==> src/rtl/uart_cmd_pkg.sv <==
// uart_cmd_pkg: opcodes and FSM state encoding shared by the UART command path
package uart_cmd_pkg;
   localparam logic [7:0] CMD_WR    = 8'hAA;
   localparam logic [7:0] CMD_RD    = 8'hBB;
   localparam logic [7:0] NACK_BYTE = 8'hEE;
   localparam logic [2:0] IDLE    = 3'd0;
   localparam logic [2:0] WR_ADDR = 3'd1;
   localparam logic [2:0] WR_DATA = 3'd2;
   localparam logic [2:0] RD_ADDR = 3'd3;
   localparam logic [2:0] RD_WAIT = 3'd4;
   localparam logic [2:0] SEND    = 3'd5;
endpackage

==> src/rtl/uart_cmd_ctrl.sv <==
// uart_cmd_ctrl: decodes UART write/read command frames into register-file strobes and returns read data or NACK
module uart_cmd_ctrl
   import uart_cmd_pkg::*;
#(
   parameter int DATA_WIDTH = 8,
   parameter int ADDR_WIDTH = 4,
   parameter logic [DATA_WIDTH-1:0] CMD_WR    = uart_cmd_pkg::CMD_WR,
   parameter logic [DATA_WIDTH-1:0] CMD_RD    = uart_cmd_pkg::CMD_RD,
   parameter logic [DATA_WIDTH-1:0] NACK_BYTE = uart_cmd_pkg::NACK_BYTE
)(
   input  logic                  CLK,
   input  logic                  RST,
   input  logic [DATA_WIDTH-1:0] RX_P_DATA,
   input  logic                  RX_D_VLD,
   input  logic                  RX_ERR,
   output logic                  WrEn,
   output logic                  RdEn,
   output logic [ADDR_WIDTH-1:0] Address,
   output logic [DATA_WIDTH-1:0] WrData,
   input  logic [DATA_WIDTH-1:0] RdData,
   input  logic                  RdData_Valid,
   output logic [DATA_WIDTH-1:0] TX_P_DATA,
   output logic                  TX_D_VLD,
   input  logic                  TX_busy,
   output logic                  frame_abort
);
   logic [2:0] state;
   logic       receiving;
   logic       rx_bad;
   logic       rx_ok;

   assign receiving = (state == IDLE) || (state == WR_ADDR) || (state == WR_DATA) || (state == RD_ADDR);
   assign rx_bad    = receiving && RX_D_VLD && RX_ERR;
   assign rx_ok     = RX_D_VLD && !RX_ERR;

   // frame FSM; strobes default low so each asserts for exactly one cycle
   always_ff @(posedge CLK or negedge RST) begin
      if (!RST) begin
         state       <= IDLE;
         WrEn        <= 1'b0;
         RdEn        <= 1'b0;
         Address     <= '0;
         WrData      <= '0;
         TX_P_DATA   <= '0;
         TX_D_VLD    <= 1'b0;
         frame_abort <= 1'b0;
      end else begin
         WrEn        <= 1'b0;
         RdEn        <= 1'b0;
         frame_abort <= rx_bad;
         if (rx_bad) begin
            state <= IDLE;
         end else begin
            case (state)
               IDLE:
                  if (rx_ok) begin
                     if (RX_P_DATA == CMD_WR) begin
                        state <= WR_ADDR;
                     end else if (RX_P_DATA == CMD_RD) begin
                        state <= RD_ADDR;
                     end else begin
                        TX_P_DATA <= NACK_BYTE;
                        TX_D_VLD  <= !TX_busy;
                        state     <= SEND;
                     end
                  end
               WR_ADDR:
                  if (rx_ok) begin
                     Address <= RX_P_DATA[ADDR_WIDTH-1:0];
                     state   <= WR_DATA;
                  end
               WR_DATA:
                  if (rx_ok) begin
                     WrData <= RX_P_DATA;
                     WrEn   <= 1'b1;
                     state  <= IDLE;
                  end
               RD_ADDR:
                  if (rx_ok) begin
                     Address <= RX_P_DATA[ADDR_WIDTH-1:0];
                     RdEn    <= 1'b1;
                     state   <= RD_WAIT;
                  end
               RD_WAIT:
                  if (RdData_Valid) begin
                     TX_P_DATA <= RdData;
                     TX_D_VLD  <= !TX_busy;
                     state     <= SEND;
                  end
               SEND:
                  if (TX_D_VLD && TX_busy) begin
                     TX_D_VLD <= 1'b0;
                     state    <= IDLE;
                  end else if (!TX_D_VLD) begin
                     TX_D_VLD <= !TX_busy;
                  end
               default:
                  state <= IDLE;
            endcase
         end
      end
   end
endmodule

==> config.mk <==
export PLATFORM = sky130hd
export DESIGN_NAME = uart_cmd_ctrl
export DESIGN_NICKNAME = d
export VERILOG_FILES = /design/src/rtl/uart_cmd_pkg.sv /design/src/rtl/uart_cmd_ctrl.sv
export SDC_FILE = /design/constraint.sdc
export NUM_CORES = 1
export LEC_CHECK = 0
export ABC_CLOCK_PERIOD_IN_PS = 2200
export CORE_ASPECT_RATIO = 0.6
export CORE_MARGIN = 2
export CORE_UTILIZATION = 30
export DETAILED_ROUTE_END_ITERATION = 12
export SLEW_MARGIN = 30
export SYNTH_ARGS = -nofsm -noshare
export SYNTH_HDL_FRONTEND = slang
export SYNTH_SLANG_ARGS = --single-unit
export TNS_END_PERCENT = 5
==> constraint.sdc <==
create_clock -name CLK -period 2.2 [get_ports CLK]
set_input_delay 0.44 -clock CLK [delete_from_list [all_inputs] [get_ports CLK]]
set_output_delay 0.44 -clock CLK [all_outputs]
set_load 0.05 [all_outputs]
== Word-level counts from Yosys, hierarchy flattened ==
Cells that the tools add are included.
Widths: inputs -> output; s select.
Cells by class
  bitwise logic cells: 1
  muxes and demuxes: 27
  reductions and logical operators: 18
  eq/ne operators: 17
Operator list (count)
  $mux 8: 4
  $mux 3: 9
  $ne 3x3->1 const B: 6
  $pmux 3 s6: 1
  $reduce_and 6->1: 3
  $eq 8x8->1 const B: 2
  $pmux 8 s2: 1
  $mux 1: 11
  $ne 2x2->1 const B: 4
  $eq 3x2->1 const B: 2
  $eq 3x3->1 const B: 2
  $reduce_and 3->1: 2
  $logic_and 1x1->1: 4
  $eq 3x1->1 const B: 1
  $logic_not 3->1: 1
  $logic_or 1x1->1: 3
  $pmux 1 s3: 1
  $reduce_bool 3->1: 1
  $logic_not 1->1: 2
  $reduce_bool 2->1: 1
  $reduce_or 2->1: 1
  $not 1->1: 1
Word-level totals
  flip-flop bits (word level): 27
  output and inout port bits: 24
  logic and storage cells: 71
  input port bits: 22

== Depth between registers and ports, before layout ==
  depth in word-level cells: 8
  gate-level depth with buffers: 5
  gate-level depth less buffers: 4

== Worst setup path before layout ==
Ideal clock, no wire load.
  path kind: register to register
  start point: register state[2]
  end point: register Address[0]
  slack: 619 ps
  data arrival time: 1456 ps
  setup time: 125 ps
  required time: 2075 ps
  buffers on the path: 1
  clock period less this slack: 1581 ps
  cell stages (with the launch flop): 5
  cell sequence: dfrtp_1 buf_6 or3b_4 nor2_1 mux2_2
Between the ends
  word-level cells in the longest chain between the ends: 8
  elaborated cells between the ends (all ways): 12
  classes of those cells: eq/ne (3); bitwise (1); reduce/logical (8)
RTL lines
  start: declaration: line uart_cmd_ctrl.sv:27  | logic [2:0] state;
  start signal: assignment: line uart_cmd_ctrl.sv:39  | state <= IDLE;
  start signal: assignment: line uart_cmd_ctrl.sv:52  | state <= IDLE;
  start signal: assignment: line uart_cmd_ctrl.sv:58  | state <= WR_ADDR;
  $eq 3x1->1 / $logic_not 3->1 (equally long branches): line uart_cmd_ctrl.sv:32, uart_cmd_ctrl.sv:54
  $logic_or 1x1->1 (3 in series): line uart_cmd_ctrl.sv:32  | assign receiving = (state == IDLE) || (state == WR_ADDR) || (state == WR_DATA) || (state == RD_ADDR);
  $logic_and 1x1->1 (2 in series): line uart_cmd_ctrl.sv:33  | assign rx_bad = receiving && RX_D_VLD && RX_ERR;
  $not 1->1 (no source line)
  $reduce_and 3->1 (no source line) *
  end signal: assignment: line uart_cmd_ctrl.sv:69  | Address <= RX_P_DATA[ADDR_WIDTH-1:0];
  end signal: assignment: line uart_cmd_ctrl.sv:80  | Address <= RX_P_DATA[ADDR_WIDTH-1:0];
  end: declaration: line uart_cmd_ctrl.sv:18  | output logic [ADDR_WIDTH-1:0] Address,
Mark *: on every way between the ends. The rest lies on a longest branch, timed or not.
A chain may end at the register's enable or synchronous reset.

== Worst setup path in the final report ==
  start point: input RX_D_VLD
  end point: register TX_P_DATA[7]
Between the ends
  word-level cells in the longest chain between the ends: 4
  elaborated cells between the ends (all ways): 6
  classes of those cells: eq/ne (1); bitwise (1); reduce/logical (4)
RTL lines
  start: declaration: line uart_cmd_ctrl.sv:14  | input logic RX_D_VLD,
  parallel branches: the longest is 3 deep, another holds $ne 2x2->1
  $reduce_and 6->1 (no source line) *
  end signal: assignment: line uart_cmd_ctrl.sv:86  | TX_P_DATA <= RdData;
  end: declaration: line uart_cmd_ctrl.sv:22  | output logic [DATA_WIDTH-1:0] TX_P_DATA,
Every way passes the cells marked *.

==> reports/qor.yml <==
ant_nets: 0
yosysSeqAreaShare_pct: 59.3
hold_path_class: "reg -> reg"
async_flop_share_pct: 100
status: "finished clean"
grtUsageTotal_pct: 12.6
numCtsBuffers: 3
yosys_warnings: 0
clock_sinks: 27
synth-seq-cells: 27
reg2reg_from: "state[2]$_DFFE_PN0P_"
row_count: 17
fin_area_sq_um: 1720
place.gp.congestion: 0.797
cts_setup_buffers: 0
total_power_mw: 2.28
clk_latency_ns: 0.27
cts-root-buf: "clkbuf_8"
synth_area_per_cell_sq_um: 12.7
fin_skew_ns: 0.00557
reg2reg_slack_ns: 0.48
grt_pass1_vias: 903
powerDensity_nw_per_um2: 1320
slowest_delay_ns: 0.56
wl_per_cell_microns: 14.5
synth-edff-count: 0
drt_iter0_markers: 40
synth_top_area_cell: "dfrtp_1"
antenna_found_initial: 0
io_pins: 46
syn_to_final_growth_pct: 50.9
yosysMostFrequentCell: "dfrtp_1"
postCtsHoldBufs: 0
io_buffers: 45
fillCellCount: 344
whs_path_depth: 1
synth_fp_nets: 112
synth_commonest_cells: "dfrtp_1 (27), mux2_2 (12), o21ai_0 (9)"
fmax_mhz: 516
wirelength_mm: 2.73
place_ws_ns: -0.0155
max-slew-margin-rel_pct: 59.9
crit_buf_inv: 1
synthTopCellsByArea: "dfrtp_1 (59%), mux2_2 (12%), o22a_2 (4.4%)"
final_core_util_pct: 47.0
rsz0062_at_grt: "no"
drive_gt1_share_pct: 19.1
worstHoldEndpoint: "TX_P_DATA[6]$_DFFE_PN0P_"
crit_type: "in -> reg"
min_from: "TX_P_DATA[6]$_DFFE_PN0P_"
n_antenna_cell: 0
arrival_ns: 2.15
peakVddDrop_mv: 0.824
finalCritPeriodShare_pct: 88.2
ff2ff_path_depth: 4
placed_area_sq_um: 1680
yosysTopAreaCellShare_pct: 59.3
clk_pin_slew_ns: 0.09
drt_pass1_iterations: 4
r2r_end: "TX_P_DATA[7]$_DFFE_PN0P_"
dpl.hpwl_mm: 2.04
path_max_fanout: 6
grt_pass1_wl_mm: 4.28
yosys_most_used_dff: "dfrtp_1"
start_util_pct: 31.2
leakage_nw: 0.744
min_period_ns: 1.94
start_kind: "primary input"
cts_tree: "done"
crit_slowest_cell: "clkdlybuf4s50_1"
core_area_sq_um: 3660
die_area_sq_um: 4320
critPathCaptureType: "register"
worst_pin_slew_ns: 0.587
fin_nets: 164
maxSlewViolCount: 0
crit_required_ns: 2.41
vias: 886
cts-htree-levels: 1
grt-ovfl-total: 0
cts_buffer_depth: 2
avgViaCountPerCell: 4.71
cts_resized: 0
grt_max_degree: 28
cap_violations: 0
setup_viol: 0
drc: 0
ys_types: 27
finalHoldViolations: 0
cp_cell_sequence: "clkdlybuf4s50_1 > or3b_4 > a211o_1 > nor2_4 > o22a_2"
syn_inst: 90
fin_ws_ns: 0.260
dieHeight_microns: 51.7
die_x_microns: 83.6
syn_area_sq_um: 1140
worst_path_dominant_cell_family: "simple AND/OR/NAND/NOR gates"
## where the power goes
part           switching, mW  internal (mW)  leakage, nW
registers              0.121          0.664        0.339
clock network          0.150          0.130       0.0228
logic                  0.758          0.453        0.382
## sequential cells by signal (all words and copies together) (netlist names)
signal,cells
TX_P_DATA,8
Address,4
TX_D_VLD,1
frame_abort,1
state,3
RdEn,1
WrData,8
WrEn,1
## cells by family (layout without fill, tap and decap cells)
family | Yosys count | in the layout | share of synthesized area [%]
DFF | 27 | 27 | 59.3
AOI/OAI and AO/OA | 19 | 19 | 12.0
xor gates and xnor gates | 1 | 1 | 0.769
muxes | 13 | 13 | 12.7
buffers and inverters | 7 | 58 | 3.07
and+or+nand+nor | 23 | 23 | 12.2
## cell type report
| class | count | area [sq um] | share of cell area, % |
|---|---|---|---|
| Clock buffer | 4 | 45.0 | 2.62 |
| Tap cell | 47 | 58.8 | 3.42 |
| Inverter | 5 | 18.8 | 1.09 |
| Multi-Input combinational cell | 56 | 429 | 24.9 |
| Sequential cell | 27 | 676 | 39.3 |
| Timing Repair Buffer | 49 | 493 | 28.7 |
## metal layers
layer	wire, microns	track usage [%]
met1	1420	17.2
met2	1140	20.8
met3	167	4.44
met4	0	0
met5	0	0
## worst max path at each step
stage                               startpoint                  endpoint  slack (ns)  cells after the start
after floorplan           state[2]$_DFFE_PN0P_    Address[0]$_DFFE_PN0P_        0.62                      4
after global placement                RX_D_VLD  TX_P_DATA[7]$_DFFE_PN0P_        0.08                      5
after detailed placement              RX_D_VLD  TX_P_DATA[7]$_DFFE_PN0P_       -0.02                      5
after CTS                             RX_D_VLD  TX_P_DATA[7]$_DFFE_PN0P_        0.27                      5
after global routing                  RX_D_VLD  TX_P_DATA[0]$_DFFE_PN0P_        0.19                      5
final                                 RX_D_VLD  TX_P_DATA[7]$_DFFE_PN0P_        0.26                      5
## layout by cell type (no fill, tap or decap)
cell type	synthesis	routed
a2111oi_0	1	1
a211o_1	1	1
a211oi_1	1	1
and2_1	2	2
and3_1	2	2
buf_12	0	1
buf_4	0	3
clkbuf_1	0	1
clkbuf_8	0	3
clkdlybuf4s50_1	0	45
dfrtp_1	27	27
inv_1	5	5
mux2_2	12	12
mux2i_1	1	1
nand2_1	5	5
nand2b_1	1	1
nand3_1	1	1
nand4b_1	1	1
nor2_1	5	5
nor2_4	1	1
nor2b_1	1	1
nor3_1	1	1
nor4_2	1	1
nor4bb_1	1	1
o21a_1	1	1
o21ai_0	9	9
o22a_1	1	1
o22a_2	5	5
or3b_4	1	1
xor2_1	1	1
## stage by stage
stage          hold WS (ns)  cells  TNS, ns
2_1_floorplan         0.144     90        0
3_3_place_gp          0.476    184        0
3_5_place_dp          0.478    184  -0.0485
4_1_cts               0.508    188        0
5_1_grt               0.527    188        0
6_report              0.503    188        0
(Power assumes the default switching activity.)
